## src/rtl/sdram_if_pkg.sv

```systemverilog
// Shared types and constants for the SDRAM write path: FSM state encoding and word geometry.
package sdram_if_pkg;

  typedef enum logic [2:0] {
    ST_IDLE,
    ST_LOAD,
    ST_WRITE,
    ST_ACK,
    ST_DONE
  } sdram_wr_state_t;

  localparam int WORD_BYTES = 16;
  localparam int ADDR_STEP  = 16;

endpackage

```

## src/rtl/sdram_wr_fifo.sv

```systemverilog
// Small synchronous FIFO buffering result words between the MAC and the Avalon write master.
module sdram_wr_fifo #(
  parameter int DEPTH = 8,
  parameter int W     = 128
) (
  input  logic         clk_i,
  input  logic         rst_i,
  input  logic         push_i,
  input  logic [W-1:0] data_i,
  input  logic         pop_i,
  output logic         full_o,
  output logic         empty_o,
  output logic [W-1:0] head_o
);

  localparam int PW = $clog2(DEPTH);

  logic [W-1:0] mem_q [DEPTH];
  logic [PW:0]  wr_q, wr_d;
  logic [PW:0]  rd_q, rd_d;
  logic         push_ok;
  logic         pop_ok;

  // Extra pointer bit distinguishes full from empty when the index bits match.
  assign full_o  = (wr_q[PW] != rd_q[PW]) && (wr_q[PW-1:0] == rd_q[PW-1:0]);
  assign empty_o = (wr_q == rd_q);
  assign head_o  = mem_q[rd_q[PW-1:0]];

  assign push_ok = push_i && !full_o;
  assign pop_ok  = pop_i && !empty_o;
  assign wr_d    = wr_q + (PW+1)'(push_ok);
  assign rd_d    = rd_q + (PW+1)'(pop_ok);

  always_ff @(posedge clk_i) begin
    if (rst_i) begin
      wr_q <= '0;
      rd_q <= '0;
    end else begin
      wr_q <= wr_d;
      rd_q <= rd_d;
    end
  end

  // NOTE: storage is deliberately not reset; the pointers alone define which entries are valid.
  always_ff @(posedge clk_i) begin
    if (push_ok) mem_q[wr_q[PW-1:0]] <= data_i;
  end

endmodule

```

## src/rtl/sdram_writer.sv

```systemverilog
// Avalon write master storing 128-bit result words to consecutive 16-byte SDRAM addresses.
// Optional ack timeout with sticky error: define SDRAM_WRITER_TIMEOUT_EN.
module sdram_writer
  import sdram_if_pkg::*;
#(
  parameter int INTERFACE_WIDTH_BITS = 128,
  parameter int INTERFACE_ADDR_BITS  = 26,
  parameter int FIFO_DEPTH           = 8,
  parameter int COUNT_BITS           = 16,
  parameter int TIMEOUT_CYCLES       = 1024
) (
  input  logic                              interface_clock,
  input  logic                              reset,
  input  logic                              start,
  input  logic [INTERFACE_ADDR_BITS-1:0]    base_address,
  input  logic [COUNT_BITS-1:0]             words_total,
  input  logic [INTERFACE_WIDTH_BITS-1:0]   in_data,
  input  logic                              in_valid,
  output logic                              in_ready,
  output logic [INTERFACE_ADDR_BITS-1:0]    interface_address,
  output logic [INTERFACE_WIDTH_BITS/8-1:0] interface_byte_enable,
  output logic                              interface_write,
  output logic                              interface_read,
  output logic [INTERFACE_WIDTH_BITS-1:0]   interface_write_data,
  input  logic                              interface_acknowledge,
  output logic                              busy,
  output logic                              done,
  output logic [COUNT_BITS-1:0]             words_written,
  output logic                              error
);

  localparam int AW = INTERFACE_ADDR_BITS;
  localparam int W  = INTERFACE_WIDTH_BITS;

  sdram_wr_state_t           state_q;
  logic [AW-1:0]             addr_q;
  logic [COUNT_BITS-1:0]     remaining_q;
  logic [COUNT_BITS-1:0]     words_written_q;
  logic [W-1:0]              wdata_q;
  logic                      write_q;
  logic                      done_q;
  logic                      fifo_full;
  logic                      fifo_empty;
  logic                      fifo_pop;
  logic [W-1:0]              fifo_head;

`ifdef SDRAM_WRITER_TIMEOUT_EN
  localparam int TMR_W = $clog2(TIMEOUT_CYCLES + 1);
  logic [TMR_W-1:0] timer_q;
  logic             error_q;
`endif

  assign fifo_pop = (state_q == ST_LOAD) && (remaining_q != '0) && !fifo_empty;

  sdram_wr_fifo #(
    .DEPTH (FIFO_DEPTH),
    .W     (W)
  ) u_fifo (
    .clk_i   (interface_clock),
    .rst_i   (reset),
    .push_i  (in_valid),
    .data_i  (in_data),
    .pop_i   (fifo_pop),
    .full_o  (fifo_full),
    .empty_o (fifo_empty),
    .head_o  (fifo_head)
  );

  // NOTE: every register here uses <= so all updates in a cycle see the same pre-edge values.
  always_ff @(posedge interface_clock) begin
    if (reset) begin
      state_q         <= ST_IDLE;
      addr_q          <= '0;
      remaining_q     <= '0;
      words_written_q <= '0;
      wdata_q         <= '0;
      write_q         <= 1'b0;
      done_q          <= 1'b0;
`ifdef SDRAM_WRITER_TIMEOUT_EN
      timer_q         <= '0;
      error_q         <= 1'b0;
`endif
    end else begin
      done_q <= 1'b0;
      unique case (state_q)
        ST_IDLE: begin
          if (start) begin
            addr_q          <= base_address & ~AW'(WORD_BYTES - 1);
            remaining_q     <= words_total;
            words_written_q <= '0;
            state_q         <= ST_LOAD;
          end
        end
        ST_LOAD: begin
          if (remaining_q == '0) begin
            done_q  <= 1'b1;
            state_q <= ST_DONE;
          end else if (!fifo_empty) begin
            wdata_q <= fifo_head;
            write_q <= 1'b1;
            state_q <= ST_WRITE;
`ifdef SDRAM_WRITER_TIMEOUT_EN
            timer_q <= '0;
`endif
          end
        end
        ST_WRITE: begin
          if (interface_acknowledge) begin
            write_q <= 1'b0;
            state_q <= ST_ACK;
          end
`ifdef SDRAM_WRITER_TIMEOUT_EN
          else if (timer_q == TMR_W'(TIMEOUT_CYCLES - 1)) begin
            // Give up on this word: it is not counted as written.
            write_q <= 1'b0;
            error_q <= 1'b1;
            done_q  <= 1'b1;
            state_q <= ST_DONE;
          end else begin
            timer_q <= timer_q + 1'b1;
          end
`endif
        end
        ST_ACK: begin
          addr_q          <= addr_q + AW'(ADDR_STEP);
          remaining_q     <= remaining_q - 1'b1;
          words_written_q <= words_written_q + 1'b1;
          if (remaining_q == COUNT_BITS'(1)) begin
            done_q  <= 1'b1;
            state_q <= ST_DONE;
          end else begin
            state_q <= ST_LOAD;
          end
        end
        ST_DONE: state_q <= ST_IDLE;
        default: state_q <= ST_IDLE;
      endcase
    end
  end

  assign in_ready              = !fifo_full;
  assign interface_address     = addr_q;
  assign interface_byte_enable = '1;
  assign interface_write       = write_q;
  assign interface_read        = 1'b0;
  assign interface_write_data  = wdata_q;
  assign busy                  = (state_q != ST_IDLE);
  assign done                  = done_q;
  assign words_written         = words_written_q;

`ifdef SDRAM_WRITER_TIMEOUT_EN
  assign error = error_q;
`else
  logic unused_timeout_cfg;
  assign unused_timeout_cfg = (TIMEOUT_CYCLES == 0);
  assign error              = 1'b0;
`endif

endmodule
```

## config.mk

```make
export PLATFORM = sky130hd
export DESIGN_NAME = sdram_writer
export DESIGN_NICKNAME = d
export VERILOG_FILES = /design/src/rtl/sdram_if_pkg.sv /design/src/rtl/sdram_wr_fifo.sv /design/src/rtl/sdram_writer.sv
export SDC_FILE = /design/constraint.sdc
export NUM_CORES = 1
export LEC_CHECK = 0
export CORE_MARGIN = 3
export CORE_UTILIZATION = 53
export CTS_CLUSTER_SIZE = 30
export DETAILED_ROUTE_END_ITERATION = 8
export PLACE_DENSITY = 0.76
export SYNTH_ARGS = -nofsm -noshare
export SYNTH_HDL_FRONTEND = slang
export SYNTH_SLANG_ARGS = --single-unit
export TNS_END_PERCENT = 5
```

## constraint.sdc

```tcl
create_clock -name interface_clock -period 13.1 [get_ports interface_clock]
set_input_delay 3.93 -clock interface_clock [delete_from_list [all_inputs] [get_ports interface_clock]]
set_output_delay 3.93 -clock interface_clock [all_outputs]
set_load 0.03 [all_outputs]
```

# Word level (Yosys, flattened, before mapping)
# Memories as Yosys holds them, arrays and structs flattened. A register that Yosys moved wholly into a read port is not among the register bits.
# Cells that the tools add are included.
[op_classes] bitwise_logic=2 add_sub_neg=5 muxes=21 n_mul=0 n_reduce_logical=17 shifts=0 n_eq_ne=12 n_lt_le_gt_ge=0 div_mod_pow=0
[op_table] op="16-bit case mux with 2 select lines" count=2
[op_table] op="26-bit case mux with 2 select lines" count=1
[op_table] op="16-bit 2-to-1 mux" count=2
[op_table] op="26-bit by 5-bit adder with 26-bit output, second input constant" count=1
[op_table] op="26-bit 2-to-1 mux" count=1
[op_table] op="16-bit by 1-bit adder with 16-bit output, second input constant" count=1
[op_table] op="16-bit by 1-bit equality test with 1-bit output, second input constant" count=1
[op_table] op="16-bit logical NOT" count=1
[op_table] op="16-bit nonzero test" count=1
[op_table] op="16-bit by 1-bit subtractor with 16-bit output, second input constant" count=1
[op_table] op="3-bit 2-to-1 mux" count=5
[op_table] op="3-bit case mux with 4 select lines" count=1
[op_table] op="4-bit by 1-bit adder with 4-bit output" count=2
[op_table] op="2-bit inequality test, second input constant" count=4
[op_table] op="1-bit 2-to-1 mux" count=7
[op_table] op="3-bit by 2-bit equality test with 1-bit output, second input constant" count=2
[op_table] op="3-bit AND reduction" count=2
[op_table] op="1-bit logical AND" count=5
[op_table] op="4-bit equality test" count=1
[op_table] op="1-bit case mux with 2 select lines" count=2
[op_table] op="4-bit AND reduction" count=1
[op_table] op="2-bit nonzero test" count=2
[op_table] op="3-bit by 1-bit equality test with 1-bit output, second input constant" count=1
[op_table] op="3-bit equality test" count=1
[op_table] op="7 further kinds" count=9
[word_totals] mem_count=1 inputBits=175 wordCells=66 output_inout_bits=192 mem_bits_ro=0 regBits=71 latch_bits=0 ram_bits=1024
[memory_table] name="u_fifo.mem_q" words=8 width=128 rd=1 rd_clocked_by_memory_dff=1 write_ports=1 line="sdram_wr_fifo.sv:18" source="logic [W-1:0] mem_q [DEPTH];"

# Logic depth before layout (Yosys ltp)
[logic_depth] ltp_word=6 mapped_depth=11 depth_no_buf=9

# By module
# Synthesis repeated with hierarchy kept, for this count alone.
[unflattened] hier_cells=2512 area_unflattened_um2=46629.7
[by_module_without_submodules] mod="sdram_wr_fifo" cells_each=1532 area_per_inst_um2=38914.8 n_inst=1 seq_area_each_um2=30909.6
[by_module_without_submodules] mod="sdram_writer" cells_each=980 area_per_inst_um2=7714.9 n_inst=1 seq_area_each_um2=3743.6

# Least setup slack after synthesis
# No wires, ideal clock.
[synth_timing] path_kind="input -> register" startpoint="in in_valid" endpoint="mem u_fifo.mem_q[0][0] (enable)" arrival_time_ns=12.976 required_time_ns=12.328 cell_stages=4 slack_ns=-0.648 cell_sequence="inv_1 a41oi_1 nand2b_1 nor3_1"
[synth_via] elab_chain_cells=3
[synth_lines] element="from (decl)" line="sdram_writer.sv:18" source="input logic in_valid,"
[synth_lines] element="1-bit logical AND" line="sdram_wr_fifo.sv:29" source="assign push_ok = push_i && !full_o;"
[synth_lines] element="1-bit 2-to-1 mux" line="sdram_wr_fifo.sv:46" source="if (push_ok) mem_q[wr_q[PW-1:0]] <= data_i;"
[synth_lines] element="1-bit 2-to-1 mux (implied by the code)" line="sdram_wr_fifo.sv:46"
[synth_lines] element="to (decl)" line="sdram_wr_fifo.sv:18"
# Every way passes these cells.

# Worst setup path in the final report
[layout_timing] startpoint="reg u_fifo.rd_q[0]" endpoint="out in_ready"
[layout_via] elab_chain_cells=3
[layout_lines] element="from (decl)" line="sdram_wr_fifo.sv:20" source="logic [PW:0] rd_q, rd_d;"
[layout_lines] element="from (signal assigned)" line="sdram_wr_fifo.sv:40" source="rd_q <= rd_d;"
[layout_lines] element="3-bit equality test" line="sdram_wr_fifo.sv:25" source="assign full_o = (wr_q[PW] != rd_q[PW]) && (wr_q[PW-1:0] == rd_q[PW-1:0]);"
[layout_lines] element="1-bit logical AND" line="sdram_wr_fifo.sv:25"
[layout_lines] element="1-bit logical NOT" line="sdram_writer.sv:141" source="assign in_ready = !fifo_full;"
[layout_lines] element="to (decl)" line="sdram_writer.sv:19" source="output logic in_ready,"
# Every way passes these cells.

==> flow_results.org <==
** Worst setup path
- Critical path peak fanout :: 49
- Register-to-register setup slack :: roughly 8.8 ns
- STA classifies the critical path endpoint as a primary output.
- For the worst flop-to-flop path, the logic depth is 6.
- Worst Path Arrival :: 2.81 ns
- The critical path in this run is classified as flip-flop to primary output.
- Critical path data required time :: 9.17 ns
- Crit path from :: u_fifo.rd_q[0]
- The endpoint identified for the worst register-to-register timing path is interface_write_data[123].
- The worst setup path is launched from a flip-flop.
- Capture point of the worst path :: in_ready
- Reg2Reg Launch Point :: u_fifo.rd_q[0]

** Cells and area
- Proportion of layout cells with a drive suffix above 1 :: 0.184
- With fillers left out, the area of the finished cells amounts to 0.0560 mm^2.
- Syn-to-layout area delta :: 17.7%
- At the end of the flow, the number of nets in the layout was 3,066.
- The count of cells in the finished layout, fillers not included, comes to 4,162.

** Timing
- For the pin with the worst max-slew slack, the measured transition is 1.26 ns.
- Headroom to the max-slew limit came out at 0.150.
- Setup_tns :: 0 ns
- Clock skew on the completed layout was measured at 0.0246 ns.
- Final count of pins violating max slew :: 0
- Setup repair after global routing left no endpoint under its margin.
- Final count of negative-setup-slack endpoints :: 0
- Fin crit share :: 0.515
- The hold violation total from the final report is 0.
- Maximum achievable frequency :: 0.148 GHz
- The worst path needs approximately 6.7 ns of the cycle, external delays included.

** Detailed routing
- Via density per instance :: 5.94
- Once detail routing completed, the nets flagged for antenna violations numbered 0.
- Across all layers, the routed design uses 24.7k vias.
- In the routed design, unresolved DRC markers number 0.
- In the final routed layout, each cell accounts on average for 24.6 um.
- Initial DRC count :: about 2.1k
- Number of detailed-route iterations in the first pass :: 5
- Total wire length :: 102 mm

** Placed design
- After detailed placement, the total cell area comes to 0.0521 mm^2.
- The count of buffers added on input and output ports is between 300 and 400.
- At the end of routability-driven placement, the weighted congestion stood at 0.876.
- The HPWL after detailed placement is around 56 mm.
- Counting tap cells, the placed design contains a total of just under 4k instances.

** Die
- From left edge to right edge, the die measures 306 um.
- Boundary pin count :: 367
- The floorplan step defined a die boundary enclosing 0.0934 mm^2.
- Area of the core :: 0.0888 mm^2
- Height of the chip :: 306 um
- The floorplan has 109 rows.
- Starting density of the core :: 0.536

** Yosys
- For this run, asynchronously set or reset flops after synthesis account for 0.
- In this run, distinct cell masters in the synthesized netlist total 63.
- Prevailing post-synth register cell :: sky130_fd_sc_hd__edfxtp_1
- Sequential cell area fraction in the yosys report :: 0.728
- In this run the cell area of the synthesized design comes to 0.0476 mm^2.
- YS warnings :: 0
- A synthesized cell averages 18.8 um^2.
- Synthesized netlist cell count :: 2,532
- Number of enable-type register cells in the synthesized netlist :: 1,024
- The synthesized design contains roughly 1.2k register bits.

** Power
- Pwr dens :: 155 mW/mm^2
- IR analysis of the VDD net gives a maximum drop of around 0.11 mV.
- Leakage power total :: 17.9 nW

** Global routing
- The via count of the first global-routing pass was about 26k.
- Initial antenna violation count :: 19
- Entering global routing, the biggest net connects 128 pins.
- Overall track demand over capacity in global routing :: 0.221
- Summed over all layers, the global routing overflow is 0.
- Wire length of the first global-routing pass :: 157 mm

** Run status
- Run status :: finished, final reports clean

** Clock network
- Worst skew pair latency :: between 0.6 and 0.7 ns
- Clock buffers created by TritonCTS :: 117
- Register clock-pin slew on the reported worst setup and hold paths :: 0.06 ns
- H-tree Lvls :: 3
- Clock tree from TritonCTS :: yes
- Clock tree sinks :: 1,219
- In this run, post-CTS hold repair placed 0 buffers.
- The clock passes through at most 3 buffers.
- Post-CTS setup buffers :: 0
- Post-cts resize count :: 0
- Cell chosen for the clock root :: sky130_fd_sc_hd__clkbuf_16

** Flow run
- Across the run, the number of max-cap violations was 0.

** Hold path
- In this run the worst hold path is classified as flip-flop to flip-flop.
==> state kept, by name, summed over array words and instances, names as in the netlist <==
| signal | flops |
|---|---|
| done | 1 |
| interface_address | 22 |
| interface_write | 1 |
| interface_write_data | 128 |
| remaining_q | 16 |
| state_q | 3 |
| u_fifo.mem_q | 1024 |
| u_fifo.rd_q | 4 |
| u_fifo.wr_q | 4 |
| words_written | 16 |
==> cell families (layout without fill, tap and decap cells) <==
logic type | after synthesis | count (layout) | synth area share
compound gates | 132 | 132 | 0.0189
xor+xnor | 11 | 11 | 0.00202
fa+ha+maj | 9 | 9 | 0.00237
buf+inv | 180 | 615 | 0.0184
flops | 1219 | 1219 | 0.728
mux | 515 | 515 | 0.179
other cells | 2 | 32 | 0.000158
simple gates | 464 | 464 | 0.0512
==> report_power, final <==
| group | internal, mW | switching, mW |
|---|---|---|
| sequential | 4.34 | 0.0819 |
| clock | 1.95 | 1.40 |
| combinational | 0.425 | 0.490 |
| total | 6.72 | 1.97 |
==> cells in the final DEF (no fill, tap or decap), types with 57 or more instances in the layout <==
cell / netlist / routed
sky130_fd_sc_hd__nor2b_1: 133 / 133
sky130_fd_sc_hd__clkdlybuf4s50_1: 0 / 339
sky130_fd_sc_hd__edfxtp_1: 1024 / 1024
sky130_fd_sc_hd__mux4_2: 256 / 256
sky130_fd_sc_hd__mux2i_1: 130 / 130
sky130_fd_sc_hd__mux2_2: 57 / 57
sky130_fd_sc_hd__nor2_1: 165 / 159
sky130_fd_sc_hd__dfxtp_1: 195 / 192
sky130_fd_sc_hd__clkbuf_16: 0 / 118
sky130_fd_sc_hd__mux2_1: 72 / 72
==> critical path: stages (launching register included) <==
cell	delay [ns]
sky130_fd_sc_hd__dfxtp_4	1.01
sky130_fd_sc_hd__xnor2_1	0.21
sky130_fd_sc_hd__nand4_1	0.14
sky130_fd_sc_hd__clkdlybuf4s50_1	0.76
==> synthesized netlist by cell type (all sizes together) (3+ instances only) <==
cell | n | area (um^2)
and2 | 6 | 37.5
nor2 | 165 | 619
a311oi | 3 | 26.3
xnor2 | 5 | 43.8
clkbuf | 79 | 297
nor4 | 6 | 37.5
nand2 | 39 | 146
or3 | 12 | 75.1
a22oi | 11 | 82.6
edfxtp | 1024 | 30700
nand2b | 6 | 37.5
mux4 | 256 | 5770
ha | 9 | 113
or4b | 3 | 30.0
nand3 | 24 | 120
nor3 | 15 | 80.1
or4 | 9 | 67.6
mux2 | 129 | 1450
o221ai | 4 | 35.0
o211ai | 14 | 105
dfxtp | 195 | 3900
a211oi | 4 | 30.0
nand3b | 9 | 67.6
and3 | 7 | 43.8
a21oi | 34 | 170
o311ai | 7 | 78.8
buf | 91 | 541
nor2b | 133 | 832
a32oi | 3 | 26.3
o21ai | 11 | 55.1
xor2 | 6 | 52.6
inv | 10 | 37.5
a31oi | 28 | 175
mux2i | 130 | 1300
nor4b | 3 | 32.5
and4 | 4 | 35.0
nand4 | 15 | 93.8
==> routing by layer <==
metal  track usage  vias to the layer above  wire length (um)
li1              -                    10800                 -
met1         0.304                    12900             41800
met2         0.360                      905             50700
met3        0.0487                      175              7550
met4        0.0663                       18              2220
met5             0                        -               117
==> worst min-delay path by stage <==
| stage | from | to | slack (ns) | depth (start not counted) |
|---|---|---|---|---|
| after global placement | interface_write | interface_write | 0.47 | 2 |
| after floorplan | remaining_q[7] | remaining_q[7] | 0.48 | 2 |
| after detailed placement | interface_write | interface_write | 0.48 | 2 |
| after global routing | interface_write | interface_write | 0.53 | 2 |
| final | interface_write | interface_write | 0.48 | 2 |
| after CTS | interface_write | interface_write | 0.49 | 2 |
==> area by class of cell <==
cell class              instances  area (um^2)
flip-flops and latches       1219        34700
fillers                      5934        32800
multi-input cells            1153        12200
repair buffers                381         3740
clock buffers                 171         3300
well taps                    1165         1460
clock inverters                53          588
inverters                      10         37.5
diodes                         10         25.0
==> per-stage QoR <==
stage	util	hold WS (ns)	setup WS (ns)	total power [mW]
global route	0.631	0.531	6.13	9.00
global placement	0.587	0.468	6.13	5.40
finish	0.631	0.485	6.36	8.69
CTS	0.631	0.485	6.23	8.77
detailed placement	0.587	0.477	6.07	5.43
floorplan	-	0.481	-0.644	5.12
Power figures use the tool's default switching activity.
